[src/rtl/sh7604_ibus_master_pkg.sv]
// Shared SH7604 IBUS definitions: access sizes, master FSM states and
// the big-endian byte-lane helpers used by the IBUS initiator.
package sh7604_ibus_master_pkg;

  typedef enum logic [1:0] {
    BYTE = 2'd0,
    WORD = 2'd1,
    LONG = 2'd2
  } IBUS_SIZE_t;

  typedef enum logic [1:0] {
    IDLE = 2'd0,
    REQ  = 2'd1,
    WAIT = 2'd2,
    DONE = 2'd3
  } IBUS_STATE_t;

  // Byte-lane enables; BA[3] selects bits 31:24 (lowest byte address).
  function automatic logic [3:0] BA_DECODE(input logic [1:0] size, input logic [1:0] a);
    logic [3:0] ba;
    ba = 4'b0000;
    case (IBUS_SIZE_t'(size))
      BYTE: begin
        case (a)
          2'd0:    ba = 4'b1000;
          2'd1:    ba = 4'b0100;
          2'd2:    ba = 4'b0010;
          default: ba = 4'b0001;
        endcase
      end
      WORD:    ba = a[1] ? 4'b0011 : 4'b1100;
      LONG:    ba = 4'b1111;
      default: ba = 4'b0000;
    endcase
    return ba;
  endfunction

  // Replicate right-justified write data onto every lane it could occupy.
  function automatic logic [31:0] WDATA_REPL(input logic [1:0] size, input logic [31:0] di);
    logic [31:0] wd;
    case (IBUS_SIZE_t'(size))
      BYTE:    wd = {4{di[7:0]}};
      WORD:    wd = {2{di[15:0]}};
      default: wd = di;
    endcase
    return wd;
  endfunction

  // Pull the addressed lane down to the LSBs and zero the rest.
  function automatic logic [31:0] RDATA_EXTRACT(input logic [1:0] size, input logic [1:0] a,
                                                input logic [31:0] di);
    logic [31:0] rd;
    case (IBUS_SIZE_t'(size))
      BYTE: begin
        case (a)
          2'd0:    rd = {24'h000000, di[31:24]};
          2'd1:    rd = {24'h000000, di[23:16]};
          2'd2:    rd = {24'h000000, di[15:8]};
          default: rd = {24'h000000, di[7:0]};
        endcase
      end
      WORD:    rd = a[1] ? {16'h0000, di[15:0]} : {16'h0000, di[31:16]};
      default: rd = di;
    endcase
    return rd;
  endfunction

  // Misaligned word/long or the reserved size never reaches the bus.
  function automatic logic ADDR_ERROR(input logic [1:0] size, input logic [1:0] a);
    logic err;
    case (IBUS_SIZE_t'(size))
      BYTE:    err = 1'b0;
      WORD:    err = a[0];
      LONG:    err = (a != 2'b00);
      default: err = 1'b1;
    endcase
    return err;
  endfunction

endpackage

[src/rtl/sh7604_ibus_master.sv]
// SH7604 IBUS initiator: turns one core/DMAC data access into a peripheral
// bus cycle, waits out BUSY (with a timeout) and returns aligned read data.
module sh7604_ibus_master
  import sh7604_ibus_master_pkg::*;
#(
  parameter int TMO_CYCLES = 255
) (
  input  logic        clk_i,
  input  logic        rst_ni,
  input  logic        ce_r_i,
  input  logic        ce_f_i,
  input  logic        en_i,
  input  logic        res_n_i,
  input  logic [31:0] m_a_i,
  input  logic [31:0] m_di_i,
  input  logic [1:0]  m_size_i,
  input  logic        m_we_i,
  input  logic        m_req_i,
  output logic [31:0] m_do_o,
  output logic        m_ack_o,
  output logic        m_berr_o,
  output logic [31:0] ibus_a_o,
  output logic [31:0] ibus_do_o,
  output logic [3:0]  ibus_ba_o,
  output logic        ibus_we_o,
  output logic        ibus_req_o,
  input  logic [31:0] ibus_di_i,
  input  logic        ibus_busy_i,
  input  logic        ibus_act_i
);

  localparam int CNT_W = (TMO_CYCLES < 2) ? 1 : $clog2(TMO_CYCLES + 1);
  localparam logic [CNT_W-1:0] TMO_LIMIT = CNT_W'(TMO_CYCLES);

  IBUS_STATE_t      state_q, state_d;
  logic [31:0]      a_q, a_d;
  logic [31:0]      di_q, di_d;
  logic [1:0]       size_q, size_d;
  logic             we_q, we_d;
  logic             berr_q, berr_d;
  logic [31:0]      rdata_q, rdata_d;
  logic [CNT_W-1:0] cnt_q, cnt_d;
  logic [CNT_W-1:0] cnt_inc;
  logic             bus_active;

  // Slaves launch BUSY/ACT on the falling phase; this side only samples on CE_R.
  logic unused_ce_f;
  assign unused_ce_f = ce_f_i;

  // Next-state logic: accept, issue, wait out BUSY, then complete for one period.
  always_comb begin
    state_d = state_q;
    a_d     = a_q;
    di_d    = di_q;
    size_d  = size_q;
    we_d    = we_q;
    berr_d  = berr_q;
    rdata_d = rdata_q;
    cnt_d   = cnt_q;
    cnt_inc = cnt_q + 1'b1;

    unique case (state_q)
      IDLE: begin
        berr_d = 1'b0;
        cnt_d  = '0;
        if (m_req_i && !m_ack_o) begin
          a_d     = m_a_i;
          di_d    = m_di_i;
          size_d  = m_size_i;
          we_d    = m_we_i;
          rdata_d = '0;
          if (ADDR_ERROR(m_size_i, m_a_i[1:0])) begin
            berr_d  = 1'b1;
            state_d = DONE;
          end else begin
            state_d = REQ;
          end
        end
      end

      REQ: begin
        if (!ibus_act_i) begin
          berr_d  = 1'b1;
          rdata_d = '0;
          state_d = DONE;
        end else if (ibus_busy_i) begin
          cnt_d   = CNT_W'(1);
          state_d = WAIT;
        end else begin
          rdata_d = we_q ? 32'h0 : RDATA_EXTRACT(size_q, a_q[1:0], ibus_di_i);
          state_d = DONE;
        end
      end

      WAIT: begin
        if (!ibus_busy_i) begin
          rdata_d = we_q ? 32'h0 : RDATA_EXTRACT(size_q, a_q[1:0], ibus_di_i);
          state_d = DONE;
        end else begin
          cnt_d = cnt_inc;
          if (cnt_inc == TMO_LIMIT) begin
            berr_d  = 1'b1;
            rdata_d = '0;
            state_d = DONE;
          end
        end
      end

      DONE: begin
        cnt_d   = '0;
        state_d = IDLE;
      end

      default: state_d = IDLE;
    endcase
  end

  // State registers: hard reset, soft reset on CE_R, otherwise advance on CE_R && EN.
  always_ff @(posedge clk_i or negedge rst_ni) begin
    if (!rst_ni) begin
      state_q <= IDLE;
      a_q     <= '0;
      di_q    <= '0;
      size_q  <= '0;
      we_q    <= 1'b0;
      berr_q  <= 1'b0;
      rdata_q <= '0;
      cnt_q   <= '0;
    end else if (ce_r_i && !res_n_i) begin
      state_q <= IDLE;
      a_q     <= '0;
      di_q    <= '0;
      size_q  <= '0;
      we_q    <= 1'b0;
      berr_q  <= 1'b0;
      rdata_q <= '0;
      cnt_q   <= '0;
    end else if (ce_r_i && en_i) begin
      state_q <= state_d;
      a_q     <= a_d;
      di_q    <= di_d;
      size_q  <= size_d;
      we_q    <= we_d;
      berr_q  <= berr_d;
      rdata_q <= rdata_d;
      cnt_q   <= cnt_d;
    end
  end

  assign bus_active = (state_q == REQ) || (state_q == WAIT);

  assign ibus_req_o = bus_active;
  assign ibus_we_o  = bus_active & we_q;
  assign ibus_a_o   = bus_active ? a_q : 32'h0;
  assign ibus_ba_o  = bus_active ? BA_DECODE(size_q, a_q[1:0]) : 4'b0000;
  assign ibus_do_o  = (bus_active && we_q) ? WDATA_REPL(size_q, di_q) : 32'h0;

  assign m_ack_o  = (state_q == DONE);
  assign m_berr_o = m_ack_o & berr_q;
  assign m_do_o   = rdata_q;

endmodule

[config.mk]
export PLATFORM = sky130hd
export DESIGN_NAME = sh7604_ibus_master
export DESIGN_NICKNAME = d
export VERILOG_FILES = /design/src/rtl/sh7604_ibus_master_pkg.sv /design/src/rtl/sh7604_ibus_master.sv
export SDC_FILE = /design/constraint.sdc
export NUM_CORES = 1
export LEC_CHECK = 0
export CAP_MARGIN = 0
export CORE_UTILIZATION = 35
export DETAILED_ROUTE_END_ITERATION = 8
export PLACE_DENSITY = 0.71
export REMOVE_ABC_BUFFERS = 1
export SLEW_MARGIN = 5
export SYNTH_ARGS = -nofsm -noshare
export SYNTH_HDL_FRONTEND = slang
export SYNTH_SLANG_ARGS = --single-unit
[constraint.sdc]
create_clock -name clk_i -period 2.9 [get_ports clk_i]
set_input_delay 0.29 -clock clk_i [delete_from_list [all_inputs] [get_ports clk_i]]
set_output_delay 0.29 -clock clk_i [all_outputs]
set_load 0.01 [all_outputs]
==> impl_results.html, run 1 <==
<table>
<tr><th>Metric</th><th>Value</th></tr>
<tr><th colspan="2">Outcome</th></tr>
<tr><td>Run status</td><td>completed</td></tr>
<tr><th colspan="2">Synthesis</th></tr>
<tr><td>Post-synth EDFFs</td><td>0</td></tr>
<tr><td>Top cells by area in the synthesized netlist</td><td>dfrtp_1 (49%), a22o_1 (15%), and2_1 (3.7%), nor2_1 (3.4%), mux2i_1 (3.0%)</td></tr>
<tr><td>Sequential cell area fraction in the yosys report</td><td>0.490</td></tr>
<tr><td>Synthesized cell area</td><td>~0.0056 mm2</td></tr>
<tr><td>Leading cell types by count after synthesis</td><td>dfrtp_1 (110), a22o_1 (99), nor2_1 (51)</td></tr>
<tr><td>Count of synthesis-stage warnings from yosys</td><td>0</td></tr>
<tr><td>Per-instance average area after synthesis</td><td>10.4 um2</td></tr>
<tr><td>Asr flop ratio synth</td><td>1.00</td></tr>
<tr><td>Cells after Synth</td><td>539</td></tr>
<tr><td>Number of unique standard cell types used by synthesis</td><td>43</td></tr>
<tr><td>Area share of the leading cell type in the synthesized netlist</td><td>0.490</td></tr>
<tr><td>Main synth FF type</td><td>dfrtp_1</td></tr>
<tr><td>Post-synthesis cell type with the largest combined area</td><td>dfrtp_1</td></tr>
<tr><td>Number of storage elements in the synthesis netlist</td><td>110</td></tr>
<tr><td>Leading cell type by number of instances after synthesis</td><td>dfrtp_1</td></tr>
<tr><th colspan="2">Clock tree</th></tr>
<tr><td>Number of CTS-inserted buffers</td><td>9</td></tr>
<tr><td>Maximum number of buffers from clock root to sink</td><td>2</td></tr>
<tr><td>Clock latency at the later pin of the worst-skew pair</td><td>0.35 ns</td></tr>
<tr><td>Total number of clock tree sinks</td><td>110</td></tr>
<tr><td>Clock Tree Root</td><td>clkbuf_16</td></tr>
<tr><td>Number of cells upsized or downsized after cts</td><td>0</td></tr>
<tr><td>Clock tree from TritonCTS</td><td>built</td></tr>
<tr><td>Post-CTS Hold Buffers</td><td>1</td></tr>
<tr><td>CTS HTree Levels</td><td>3</td></tr>
<tr><td>Setup bufs post-CTS</td><td>0</td></tr>
<tr><td>Clock transition at the register clock pins on the worst setup and hold paths after CTS</td><td>roughly 0.070 ns</td></tr>
<tr><th colspan="2">Finish</th></tr>
<tr><td>Inserted Diodes</td><td>0</td></tr>
<tr><td>Area growth, synth to finish</td><td>47.9%</td></tr>
<tr><td>Ratio of cells with drive above 1 in the final layout</td><td>0.0811</td></tr>
<tr><td># nets final</td><td>~850</td></tr>
<tr><td>Number of cells in the finished layout apart from fillers</td><td>951</td></tr>
<tr><th colspan="2">STA</th></tr>
<tr><td>Setup slack after layout</td><td>0.202 ns</td></tr>
<tr><td>Max frequency</td><td>about 370 MHz</td></tr>
<tr><td>Worst relative slew slack</td><td>0.417</td></tr>
<tr><td>Unrepaired setup endpoints after global routing</td><td>no</td></tr>
<tr><td>Clk_skew</td><td>0.00647 ns</td></tr>
<tr><td>Pins over their slew limit</td><td>0</td></tr>
<tr><td>Worst slew pin tran</td><td>slightly below 0.9 ns</td></tr>
<tr><td>Final critical path time including I/O delays and setup</td><td>2.70 ns</td></tr>
<tr><td>Total count of hold-check failures in the final report</td><td>0</td></tr>
<tr><td>Final setup violating endpoints</td><td>0</td></tr>
<tr><td>Worst hold slack</td><td>~0.46 ns</td></tr>
<tr><td>Accumulated negative setup slack</td><td>0 ns</td></tr>
<tr><td>Share of the cycle needed by the critical path after routing</td><td>0.930</td></tr>
<tr><th colspan="2">Route</th></tr>
<tr><td>Post-route DRC</td><td>0</td></tr>
<tr><td>Router iterations before antenna repair</td><td>5</td></tr>
<tr><td>Highest signal layer in the routed design</td><td>met4</td></tr>
<tr><td>Vias per cell</td><td>5.34</td></tr>
<tr><td>Wire length on met1</td><td>7400 um</td></tr>
<tr><td>Drt initial violations</td><td>between 200 and 300</td></tr>
<tr><td>Total routed wirelength</td><td>between 15000 and 20000 um</td></tr>
<tr><td>Vias after detailed routing</td><td>5078</td></tr>
<tr><td>Detailed-route wire length per cell</td><td>approximately 18 um</td></tr>
<tr><td>Detailed route wirelength on metal3</td><td>1570 um</td></tr>
<tr><td>Detailed route wirelength on metal2</td><td>slightly above 8000 um</td></tr>
<tr><td>Post-DRT Antenna Nets</td><td>0</td></tr>
<tr><th colspan="2">GRT</th></tr>
<tr><td>Initial antenna violation count</td><td>0</td></tr>
<tr><td>Remaining global-route overflow</td><td>0</td></tr>
<tr><td>Total track usage</td><td>0.214</td></tr>
<tr><td>Largest net degree at the start of global routing</td><td>68</td></tr>
<tr><td>Via count of the first global-routing pass</td><td>5203</td></tr>
<tr><td>Wire length of the first global-routing pass</td><td>roughly 27000 um</td></tr>
<tr><th colspan="2">Die</th></tr>
<tr><td>Initial Utilization</td><td>0.364</td></tr>
<tr><td>Floorplan Core Area</td><td>0.0154 mm2</td></tr>
<tr><td>Die area</td><td>0.0166 mm2</td></tr>
<tr><td>Height of the chip</td><td>129 um</td></tr>
<tr><td>Overall die width</td><td>129 um</td></tr>
<tr><td>Top-level I/O count</td><td>~210</td></tr>
<tr><td>Total number of placement rows</td><td>45</td></tr>
<tr><th colspan="2">Placement</th></tr>
<tr><td>Global placement routability congestion</td><td>between 0.8 and 0.9</td></tr>
<tr><td>Post-place setup slack</td><td>0.367 ns</td></tr>
<tr><td>DP Wirelength</td><td>12200 um</td></tr>
<tr><td>Instance count after placement with tap cells included</td><td>934</td></tr>
<tr><td>Count of input and output buffers</td><td>210</td></tr>
<tr><th colspan="2">Pwr</th></tr>
<tr><td>VDD IR-drop max</td><td>0.311 mV</td></tr>
<tr><td>Sum of internal, switching and leakage power</td><td>4.70 mW</td></tr>
<tr><td>Power density normalized to cell area</td><td>566 mW/mm2</td></tr>
<tr><td>Leakage power summed over all cells</td><td>roughly 3.5 nW</td></tr>
<tr><th colspan="2">Setup path</th></tr>
<tr><td>Cell with the biggest individual delay on the critical path</td><td>clkdlybuf4s50_1</td></tr>
<tr><td>Worst EP arrival</td><td>2.41 ns</td></tr>
<tr><td>Element type at the critical path end</td><td>output pin</td></tr>
<tr><td>Required arrival time at the worst endpoint</td><td>2.61 ns</td></tr>
<tr><td>Delay of the slowest cell on the worst path</td><td>0.57 ns</td></tr>
<tr><td>Kind of start point of the critical path</td><td>register</td></tr>
<tr><td>Highest net fanout along the worst path</td><td>30</td></tr>
<tr><td>Critical path, cell by cell</td><td>inv_1 -&gt; ha_1 -&gt; buf_4 -&gt; and3_1 -&gt; clkdlybuf4s50_1</td></tr>
<tr><td>CP Class</td><td>register to output pin</td></tr>
<tr><th colspan="2">Worst hold path</th></tr>
<tr><td>Class of the tightest hold or removal check</td><td>input pin to async pin</td></tr>
<tr><th colspan="2">Run</th></tr>
<tr><td>Number of max-capacitance violations reported</td><td>0</td></tr>
</table>
## where the power goes
part | internal [mW] | switching, mW | total [mW]
combinational | 0.764 | 0.816 | 1.58
clock | 0.700 | 0.572 | 1.27
sequential | 1.69 | 0.164 | 1.85
## cell type report
cell class | instances | area (um2)
clock buffers | 12 | 246
clock inverters | 4 | 55.1
fillers | 1369 | 7120
inverters | 10 | 37.5
multi-input cells | 375 | 2660
flip-flops and latches | 110 | 2750
well taps | 211 | 264
repair buffers | 229 | 2290
## worst max-delay path: cells and delay by family, from the launching register on
kind                     cells  cell delay (ns)
AND/OR/NAND/NOR              1             0.21
buffers and inverters        3             1.00
adder cells (fa/ha/maj)      1             0.42
flip-flops                   1             0.42
## routing by layer
layer	vias up	GRT usage
met2	238	0.352
met1	2460	0.266
li1	2363	-
met4	0	0.0754
met5	-	0
met3	17	0.0649
## path summary, 6_finish.rpt
check | to | slack, ns | from | cells past startpoint
min in group clk_i | a_q[27]$_DFFE_PN0P_ | 0.50 | a_q[27]$_DFFE_PN0P_ | 1
worst max register to register | m_do_o[4]$_DFFE_PN0P_ | 0.33 | cnt_q[0]$_DFFE_PN0P_ | 8
worst min-delay path | m_do_o[24]$_DFFE_PN0P_ | 0.46 | rst_ni | 2
worst max-delay path | ibus_do_o[0] | 0.20 | state_q[0]$_DFFE_PN0P_ | 5
worst min register to register | a_q[27]$_DFFE_PN0P_ | 0.50 | a_q[27]$_DFFE_PN0P_ | 1
max in group asynchronous | a_q[5]$_DFFE_PN0P_ | 1.70 | rst_ni | 3
## flip-flops by register name, indices dropped and copies added (netlist names)
name / flops
cnt_q: 8
state_q: 2
m_do_o: 32
size_q: 2
we_q: 1
a_q: 32
di_q: 32
berr_q: 1
## cells in the final DEF (no fill, tap or decap), types with 8 or more instances in the layout
| cell | count |
|---|---|
| buf_4 | 15 |
| inv_1 | 10 |
| a22oi_1 | 16 |
| a21oi_1 | 26 |
| clkdlybuf4s50_1 | 209 |
| and3_1 | 9 |
| mux2_2 | 12 |
| clkbuf_16 | 9 |
| nand2_1 | 23 |
| mux2i_1 | 17 |
| o2bb2ai_1 | 8 |
| nor2_1 | 50 |
| a22o_1 | 99 |
| dfrtp_1 | 109 |
| o21ai_0 | 17 |
| and2_1 | 33 |
## cell families (layout without fill, tap and decap cells)
kind of cell | Yosys count | in the layout | synth area share
AND/OR/NAND/NOR | 148 | 148 | 0.132
XOR/XNOR | 4 | 4 | 0.00623
adder cells (fa/ha/maj) | 6 | 6 | 0.0134
multiplexers | 35 | 35 | 0.0704
buffers and inverters | 54 | 255 | 0.0401
flip-flops | 110 | 110 | 0.490
AO/OA/AOI/OAI | 182 | 182 | 0.248
## through the flow
step	cell area, um2	util
2_1_floorplan	5430	-
3_3_place_gp	8000	0.518
3_5_place_dp	8000	0.518
4_1_cts	8310	0.539
5_1_grt	8310	0.539
6_report	8310	0.539
Power figures use the tool's default switching activity.
==> inputs of run 2 (changes only) <==
- ABC_CLOCK_PERIOD_IN_PS: unset -> 2900
- CORE_UTILIZATION: 35 -> 45
- PLACE_DENSITY: 0.71 -> 0.86
==> impl_results.html, run 2 (synthesis gave the netlist of run 1 again) <==
<table>
<tr><th>Metric</th><th>Value</th></tr>
<tr><th colspan="2">Die</th></tr>
<tr><td>Total number of placement rows</td><td>40 (was 45)</td></tr>
<tr><td>Floorplan Core Area</td><td>0.0121 mm2 (was 0.0154 mm2)</td></tr>
<tr><td>Overall die width</td><td>114 um (was 129 um)</td></tr>
<tr><td>Height of the chip</td><td>114 um (was 129 um)</td></tr>
<tr><td>Initial Utilization</td><td>0.464 (was 0.364)</td></tr>
<tr><td>Die area</td><td>0.0129 mm2 (was 0.0166 mm2)</td></tr>
<tr><td>Top-level I/O count</td><td>212 (unchanged)</td></tr>
<tr><th colspan="2">Finish</th></tr>
<tr><td>Final core occ</td><td>0.679 (was 0.539)</td></tr>
<tr><td>Inserted Diodes</td><td>0 (unchanged)</td></tr>
<tr><td>Commonest non-fill, non-tap cell in the layout</td><td>clkdlybuf4s50_1 (unchanged)</td></tr>
<tr><td>Sequential cell area</td><td>0.00275 mm2 (unchanged)</td></tr>
<tr><td>Area used by multi-input combinational logic</td><td>0.00266 mm2 (unchanged)</td></tr>
<tr><td>Number of cells in the finished layout apart from fillers</td><td>903 (was 951)</td></tr>
<tr><td>Area growth, synth to finish</td><td>46.4% (was 47.9%)</td></tr>
<tr><td>Filler Cells Inserted</td><td>936 (was 1369)</td></tr>
<tr><td>Post-route cell area</td><td>0.00823 mm2 (was 0.00831 mm2)</td></tr>
<tr><td>Most frequent cells in the layout</td><td>clkdlybuf4s50_1 (209), dfrtp_1 (109), a22o_1 (99) (unchanged)</td></tr>
<tr><td># nets final</td><td>845 (was 849)</td></tr>
<tr><td>Ratio of cells with drive above 1 in the final layout</td><td>0.0789 (was 0.0811)</td></tr>
<tr><th colspan="2">Setup path</th></tr>
<tr><td>Highest net fanout along the worst path</td><td>25 (was 30)</td></tr>
<tr><td>Delay of the slowest cell on the worst path</td><td>0.58 ns (was 0.57 ns)</td></tr>
<tr><td>Kind of start point of the critical path</td><td>register (unchanged)</td></tr>
<tr><td>Element type at the critical path end</td><td>output pin (unchanged)</td></tr>
<tr><td>Cell with the biggest individual delay on the critical path</td><td>clkdlybuf4s50_1 (unchanged)</td></tr>
<tr><td>Critical path, cell by cell</td><td>inv_1 -&gt; ha_1 -&gt; nand2_1 -&gt; buf_4 -&gt; a21oi_1 -&gt; clkdlybuf4s50_1 (was inv_1 -&gt; ha_1 -&gt; buf_4 -&gt; and3_1 -&gt; clkdlybuf4s50_1)</td></tr>
<tr><td>Worst EP arrival</td><td>2.40 ns (was 2.41 ns)</td></tr>
<tr><td>Required arrival time at the worst endpoint</td><td>2.61 ns (about the same)</td></tr>
<tr><td>Worst r2r path cells</td><td>8 (unchanged)</td></tr>
<tr><td>CP Class</td><td>register to output pin (unchanged)</td></tr>
<tr><th colspan="2">Placement</th></tr>
<tr><td>Instance count after placement with tap cells included</td><td>888 (was 934)</td></tr>
<tr><td>Global placement routability congestion</td><td>0.904 (was 0.832)</td></tr>
<tr><td>Post-DP Area</td><td>0.00792 mm2 (was 0.00800 mm2)</td></tr>
<tr><td>Count of input and output buffers</td><td>210 (unchanged)</td></tr>
<tr><td>DP Wirelength</td><td>11800 um (was 12200 um)</td></tr>
<tr><th colspan="2">GRT</th></tr>
<tr><td>Total track usage</td><td>0.268 (was 0.214)</td></tr>
<tr><td>Remaining global-route overflow</td><td>0 (unchanged)</td></tr>
<tr><td>Largest net degree at the start of global routing</td><td>68 (unchanged)</td></tr>
<tr><td>Wire length of the first global-routing pass</td><td>27100 um (was 27400 um)</td></tr>
<tr><td>Via count of the first global-routing pass</td><td>5333 (was 5203)</td></tr>
<tr><td>Initial antenna violation count</td><td>0 (unchanged)</td></tr>
<tr><th colspan="2">STA</th></tr>
<tr><td>Unrepaired setup endpoints after global routing</td><td>no (unchanged)</td></tr>
<tr><td>Pins over their slew limit</td><td>0 (unchanged)</td></tr>
<tr><td>Worst hold slack</td><td>-0.00485 ns (was 0.460 ns)</td></tr>
<tr><td>Max frequency</td><td>372 MHz (was 371 MHz)</td></tr>
<tr><td>Final critical path time including I/O delays and setup</td><td>2.69 ns (was 2.70 ns)</td></tr>
<tr><td>Share of the cycle needed by the critical path after routing</td><td>0.926 (was 0.930)</td></tr>
<tr><td>Worst relative slew slack</td><td>0.470 (was 0.417)</td></tr>
<tr><td>Accumulated negative setup slack</td><td>0 ns (unchanged)</td></tr>
<tr><td>Worst slew pin tran</td><td>0.795 ns (was 0.875 ns)</td></tr>
<tr><td>Total count of hold-check failures in the final report</td><td>5 (was 0)</td></tr>
<tr><td>Clk_skew</td><td>0.00627 ns (was 0.00647 ns)</td></tr>
<tr><td>Final setup violating endpoints</td><td>0 (unchanged)</td></tr>
<tr><th colspan="2">Route</th></tr>
<tr><td>Highest signal layer in the routed design</td><td>met4 (unchanged)</td></tr>
<tr><td>Detailed route wirelength on metal2</td><td>8460 um (was 8230 um)</td></tr>
<tr><td>Vias per cell</td><td>5.72 (was 5.34)</td></tr>
<tr><td>Post-route DRC</td><td>0 (unchanged)</td></tr>
<tr><td>Drt initial violations</td><td>313 (was 277)</td></tr>
<tr><td>Router iterations before antenna repair</td><td>5 (unchanged)</td></tr>
<tr><td>Total routed wirelength</td><td>16800 um (was 17500 um)</td></tr>
<tr><td>Post-DRT Antenna Nets</td><td>0 (unchanged)</td></tr>
<tr><td>Wire length on met1</td><td>6700 um (was 7400 um)</td></tr>
<tr><td>Detailed-route wire length per cell</td><td>18.6 um (was 18.4 um)</td></tr>
<tr><td>Detailed route wirelength on metal3</td><td>1350 um (was 1570 um)</td></tr>
<tr><td>Vias after detailed routing</td><td>5166 (was 5078)</td></tr>
<tr><th colspan="2">Clock tree</th></tr>
<tr><td>Maximum number of buffers from clock root to sink</td><td>2 (unchanged)</td></tr>
<tr><td>Total number of clock tree sinks</td><td>110 (unchanged)</td></tr>
<tr><td>Clock transition at the register clock pins on the worst setup and hold paths after CTS</td><td>0.07 ns (about the same)</td></tr>
<tr><td>Post-CTS Hold Buffers</td><td>0 (was 1)</td></tr>
<tr><td>CTS HTree Levels</td><td>3 (unchanged)</td></tr>
<tr><td>Number of cells upsized or downsized after cts</td><td>0 (unchanged)</td></tr>
<tr><td>Clock latency at the later pin of the worst-skew pair</td><td>0.35 ns (about the same)</td></tr>
<tr><td>Setup bufs post-CTS</td><td>0 (unchanged)</td></tr>
<tr><td>Clock tree from TritonCTS</td><td>built (unchanged)</td></tr>
<tr><td>Number of CTS-inserted buffers</td><td>9 (unchanged)</td></tr>
<tr><td>Clock Tree Root</td><td>clkbuf_16 (unchanged)</td></tr>
<tr><th colspan="2">Pwr</th></tr>
<tr><td>Sum of internal, switching and leakage power</td><td>4.69 mW (was 4.70 mW)</td></tr>
<tr><td>Power density normalized to cell area</td><td>570 mW/mm2 (was 566 mW/mm2)</td></tr>
<tr><td>VDD IR-drop max</td><td>0.388 mV (was 0.311 mV)</td></tr>
<tr><td>Leakage power summed over all cells</td><td>3.52 nW (was 3.53 nW)</td></tr>
<tr><th colspan="2">Outcome</th></tr>
<tr><td>Violations in the final reports</td><td>hold timing</td></tr>
<tr><td>Run status</td><td>complete, but fails checks (was completed)</td></tr>
<tr><th colspan="2">Run</th></tr>
<tr><td>Number of max-capacitance violations reported</td><td>0 (unchanged)</td></tr>
<tr><th colspan="2">Worst hold path</th></tr>
<tr><td>Class of the tightest hold or removal check</td><td>input pin to async pin (unchanged)</td></tr>
</table>
==> run 2: cell types whose count changed in the layout (fill, tap and decap cells not counted), sizes merged <==
cell,before,now
buf,19,16
clkbuf,12,11
clkinv,1,2
clkinvlp,1,0
dlygate4sd3,1,0
==> run 2: layout make-up <==
class                      instances  area share
sequential                       110       0.335
clock buffer                      11      0.0307
clock inverter                     4     0.00669
inverter                          10     0.00456
tap                              168      0.0255
timing repair buffer             225       0.275
multi-input combinational        375       0.323
==> run 2: power breakdown <==
group          total [mW]  leakage [nW]  switching (mW)  internal (mW)
Clock                1.29         0.153           0.570          0.720
Sequential           1.85          1.52           0.158           1.69
Combinational        1.56          1.85           0.800          0.756
Total                4.69          3.52            1.53           3.16
==> run 2: path summary, 6_finish.rpt <==
path | start | end | slack, ns
max in group asynchronous | rst_ni | size_q[1]$_DFFE_PN0P_ | 2.14
min in group clk_i | a_q[10]$_DFFE_PN0P_ | a_q[10]$_DFFE_PN0P_ | 0.50
worst max-delay path | state_q[0]$_DFFE_PN0P_ | ibus_do_o[11] | 0.21
worst min-delay path | rst_ni | m_do_o[11]$_DFFE_PN0P_ | -0.005
worst min register to register | a_q[10]$_DFFE_PN0P_ | a_q[10]$_DFFE_PN0P_ | 0.50
worst max register to register | cnt_q[1]$_DFFE_PN0P_ | m_do_o[3]$_DFFE_PN0P_ | 0.30
==> run 2: worst max-delay path, delay by kind of cell (launching register included) <==
family	cells	cell delay [ns]
AOI/OAI and AO/OA	1	0.24
adders and majority gates	1	0.38
buffers and inverters	3	0.94
DFF	1	0.42
and+or+nand+nor	1	0.07
==> run 2: metal layers <==
| metal | global-route usage | vias up |
|---|---|---|
| met4 | 0.0798 | 0 |
| met3 | 0.0680 | 19 |
| met2 | 0.460 | 220 |
| li1 | - | 2361 |
| met1 | 0.333 | 2566 |
| met5 | 0 | - |
==> run 2: stage by stage <==
step                hold slack (ns)  setup slack (ns)
finish                     -0.00485             0.214
floorplan                  -0.00559            -0.448
CTS                          0.0184             0.237
global placement              0.373             0.439
global route                 0.0496            0.0936
detailed placement            0.384             0.328
==> inputs of run 3 (changes only) <==
- CORE_MARGIN: unset -> 4
- SKIP_LAST_GASP: unset -> 1
==> impl_results.html, run 3 (synthesis gave the netlist of run 1 again) <==
<table>
<tr><th>Metric</th><th>Value</th></tr>
<tr><th colspan="2">Placement</th></tr>
<tr><td>Count of input and output buffers</td><td>210 (unchanged)</td></tr>
<tr><td>Post-DP Area</td><td>0.00791 mm2 (was 0.00792 mm2)</td></tr>
<tr><td>DP Wirelength</td><td>12700 um (was 11800 um)</td></tr>
<tr><td>Global placement routability congestion</td><td>0.891 (was 0.904)</td></tr>
<tr><th colspan="2">Finish</th></tr>
<tr><td>Area growth, synth to finish</td><td>46.7% (was 46.4%)</td></tr>
<tr><td>Most frequent cells in the layout</td><td>clkdlybuf4s50_1 (209), dfrtp_1 (109), a22o_1 (99) (unchanged)</td></tr>
<tr><td>Post-route cell area</td><td>0.00824 mm2 (was 0.00823 mm2)</td></tr>
<tr><td>Commonest non-fill, non-tap cell in the layout</td><td>clkdlybuf4s50_1 (unchanged)</td></tr>
<tr><td>Ratio of cells with drive above 1 in the final layout</td><td>0.0801 (was 0.0789)</td></tr>
<tr><td># nets final</td><td>846 (was 845)</td></tr>
<tr><td>Inserted Diodes</td><td>0 (unchanged)</td></tr>
<tr><th colspan="2">Clock tree</th></tr>
<tr><td>Maximum number of buffers from clock root to sink</td><td>2 (unchanged)</td></tr>
<tr><td>Number of CTS-inserted buffers</td><td>9 (unchanged)</td></tr>
<tr><td>Total number of clock tree sinks</td><td>110 (unchanged)</td></tr>
<tr><td>Clock transition at the register clock pins on the worst setup and hold paths after CTS</td><td>0.07 ns (about the same)</td></tr>
<tr><td>Clock tree from TritonCTS</td><td>built (unchanged)</td></tr>
<tr><td>Clock Tree Root</td><td>clkbuf_16 (unchanged)</td></tr>
<tr><td>Clock latency at the later pin of the worst-skew pair</td><td>0.35 ns (about the same)</td></tr>
<tr><td>Number of cells upsized or downsized after cts</td><td>0 (unchanged)</td></tr>
<tr><td>CTS HTree Levels</td><td>3 (unchanged)</td></tr>
<tr><th colspan="2">GRT</th></tr>
<tr><td>Wire length of the first global-routing pass</td><td>28300 um (was 27100 um)</td></tr>
<tr><td>Initial antenna violation count</td><td>0 (unchanged)</td></tr>
<tr><td>Largest net degree at the start of global routing</td><td>78 (was 68)</td></tr>
<tr><td>Remaining global-route overflow</td><td>0 (unchanged)</td></tr>
<tr><td>Via count of the first global-routing pass</td><td>5495 (was 5333)</td></tr>
<tr><td>Total track usage</td><td>0.245 (was 0.268)</td></tr>
<tr><th colspan="2">STA</th></tr>
<tr><td>Worst slew pin tran</td><td>0.785 ns (was 0.795 ns)</td></tr>
<tr><td>Max frequency</td><td>376 MHz (was 372 MHz)</td></tr>
<tr><td>Share of the cycle needed by the critical path after routing</td><td>0.916 (was 0.926)</td></tr>
<tr><td>Final critical path time including I/O delays and setup</td><td>2.66 ns (was 2.69 ns)</td></tr>
<tr><td>Unrepaired setup endpoints after global routing</td><td>no (unchanged)</td></tr>
<tr><td>Clk_skew</td><td>0.00551 ns (was 0.00627 ns)</td></tr>
<tr><td>Final setup violating endpoints</td><td>0 (unchanged)</td></tr>
<tr><td>Accumulated negative setup slack</td><td>0 ns (unchanged)</td></tr>
<tr><td>Pins over their slew limit</td><td>0 (unchanged)</td></tr>
<tr><td>Total count of hold-check failures in the final report</td><td>0 (was 5)</td></tr>
<tr><td>Worst relative slew slack</td><td>0.477 (was 0.470)</td></tr>
<tr><th colspan="2">Die</th></tr>
<tr><td>Total number of placement rows</td><td>40 (unchanged)</td></tr>
<tr><td>Overall die width</td><td>120 um (was 114 um)</td></tr>
<tr><td>Height of the chip</td><td>120 um (was 114 um)</td></tr>
<tr><td>Initial Utilization</td><td>0.464 (unchanged)</td></tr>
<tr><td>Floorplan Core Area</td><td>0.0121 mm2 (unchanged)</td></tr>
<tr><td>Top-level I/O count</td><td>212 (unchanged)</td></tr>
<tr><td>Die area</td><td>0.0143 mm2 (was 0.0129 mm2)</td></tr>
<tr><th colspan="2">Route</th></tr>
<tr><td>Post-DRT Antenna Nets</td><td>0 (unchanged)</td></tr>
<tr><td>Vias per cell</td><td>5.77 (was 5.72)</td></tr>
<tr><td>Total routed wirelength</td><td>17700 um (was 16800 um)</td></tr>
<tr><td>Vias after detailed routing</td><td>5224 (was 5166)</td></tr>
<tr><td>Detailed-route wire length per cell</td><td>19.6 um (was 18.6 um)</td></tr>
<tr><td>Drt initial violations</td><td>458 (was 313)</td></tr>
<tr><td>Router iterations before antenna repair</td><td>5 (unchanged)</td></tr>
<tr><td>Post-route DRC</td><td>0 (unchanged)</td></tr>
<tr><th colspan="2">Worst hold path</th></tr>
<tr><td>Class of the tightest hold or removal check</td><td>input pin to async pin (unchanged)</td></tr>
<tr><th colspan="2">Setup path</th></tr>
<tr><td>Kind of start point of the critical path</td><td>register (unchanged)</td></tr>
<tr><td>Worst EP arrival</td><td>2.37 ns (was 2.40 ns)</td></tr>
<tr><td>Required arrival time at the worst endpoint</td><td>2.61 ns (about the same)</td></tr>
<tr><td>Worst r2r path cells</td><td>8 (unchanged)</td></tr>
<tr><td>Highest net fanout along the worst path</td><td>25 (unchanged)</td></tr>
<tr><td>Element type at the critical path end</td><td>output pin (unchanged)</td></tr>
<tr><td>CP Class</td><td>register to output pin (unchanged)</td></tr>
<tr><th colspan="2">Pwr</th></tr>
<tr><td>Combinational power share</td><td>0.331 (was 0.332)</td></tr>
<tr><td>Switching pwr</td><td>1.56 mW (was 1.53 mW)</td></tr>
<tr><td>Internal cell power</td><td>3.22 mW (was 3.16 mW)</td></tr>
<tr><td>Power density normalized to cell area</td><td>579 mW/mm2 (was 570 mW/mm2)</td></tr>
<tr><td>Clock power share</td><td>0.282 (was 0.275)</td></tr>
<tr><td>Leakage power summed over all cells</td><td>3.52 nW (about the same)</td></tr>
<tr><td>Relative contribution of sequential cells to total power</td><td>0.387 (was 0.394)</td></tr>
<tr><td>VDD IR-drop max</td><td>0.273 mV (was 0.388 mV)</td></tr>
<tr><td>Switching share of power</td><td>0.326 (about the same)</td></tr>
<tr><th colspan="2">Run</th></tr>
<tr><td>Number of max-capacitance violations reported</td><td>0 (unchanged)</td></tr>
<tr><th colspan="2">Outcome</th></tr>
<tr><td>Run status</td><td>completed (was complete, but fails checks)</td></tr>
</table>
[run 3: changes by cell type in the layout (fill, tap and decap cells not counted), sizes merged]
cell,delta
bufinv,+1
clkinvlp,+1
clkinv,+1
clkbuf,-2
dlygate4sd3,+1
[run 3: final cells by class]
cell class	instances	area, um2
fillers	911	3870
flip-flops and latches	110	2750
multi-input cells	375	2660
repair buffers	226	2260
clock buffers	9	225
well taps	168	210
clock inverters	7	97.6
inverters	10	37.5
[run 3: worst paths after layout]
| kind | startpoint | to | slack [ns] |
|---|---|---|---|
| max | state_q[0]$_DFFE_PN0P_ | ibus_do_o[13] | 0.24 |
| min | rst_ni | m_do_o[25]$_DFFE_PN0P_ | 0.43 |
| max reg2reg | state_q[0]$_DFFE_PN0P_ | m_do_o[1]$_DFFE_PN0P_ | 0.26 |
| min reg2reg | m_do_o[22]$_DFFE_PN0P_ | m_do_o[22]$_DFFE_PN0P_ | 0.50 |
| max in group asynchronous | rst_ni | di_q[6]$_DFFE_PN0P_ | 1.70 |
| min in group clk_i | m_do_o[22]$_DFFE_PN0P_ | m_do_o[22]$_DFFE_PN0P_ | 0.50 |
[run 3: metal layers]
metal  up-vias  share of wire  wire [um]  GRT usage
li1       2371              -          -          -
met1      2549           0.39       6900      0.296
met2       271           0.50       8880      0.411
met3        33          0.088       1560     0.0754
met4         0          0.021        378     0.0902
met5         -              0          0          0
[run 3: metrics by stage]
| step | setup slack [ns] | cells | util | hold slack, ns | power, mW |
|---|---|---|---|---|---|
| 6_report | 0.244 | 905 | 0.680 | 0.427 | 4.77 |
| 5_1_grt | 0.0806 | 905 | 0.680 | 0.479 | 5.01 |
| 3_3_place_gp | 0.446 | 888 | 0.653 | 0.258 | 3.38 |
| 4_1_cts | 0.216 | 905 | 0.680 | 0.433 | 4.80 |
| 2_1_floorplan | -0.448 | 495 | - | -0.00559 | 2.63 |
| 3_5_place_dp | 0.254 | 888 | 0.653 | 0.270 | 3.45 |
[run 3: repair_timing]
action | in CTS | in global routing
hold buffers | 1 | 0
hold endpoints to repair | 33 | 0
buffers inserted | 0 | 0
[run 3: power groups by stage]
stage               combinational [mW]  sequential (mW)  clock [mW]
finish                            1.58             1.85        1.35
global route                      1.71             1.87        1.43
CTS                               1.58             1.84        1.37
detailed placement                1.58             1.87           0
global placement                  1.52             1.86           0
floorplan                        0.783             1.85           0
[run 3: critical path, stage by stage, from the launching register on]
cell and delay (ns):
dfrtp_1 0.43, inv_1 0.10, ha_1 0.39, nand2_1 0.07, buf_4 0.24, a21oi_1 0.21
clkdlybuf4s50_1 0.58
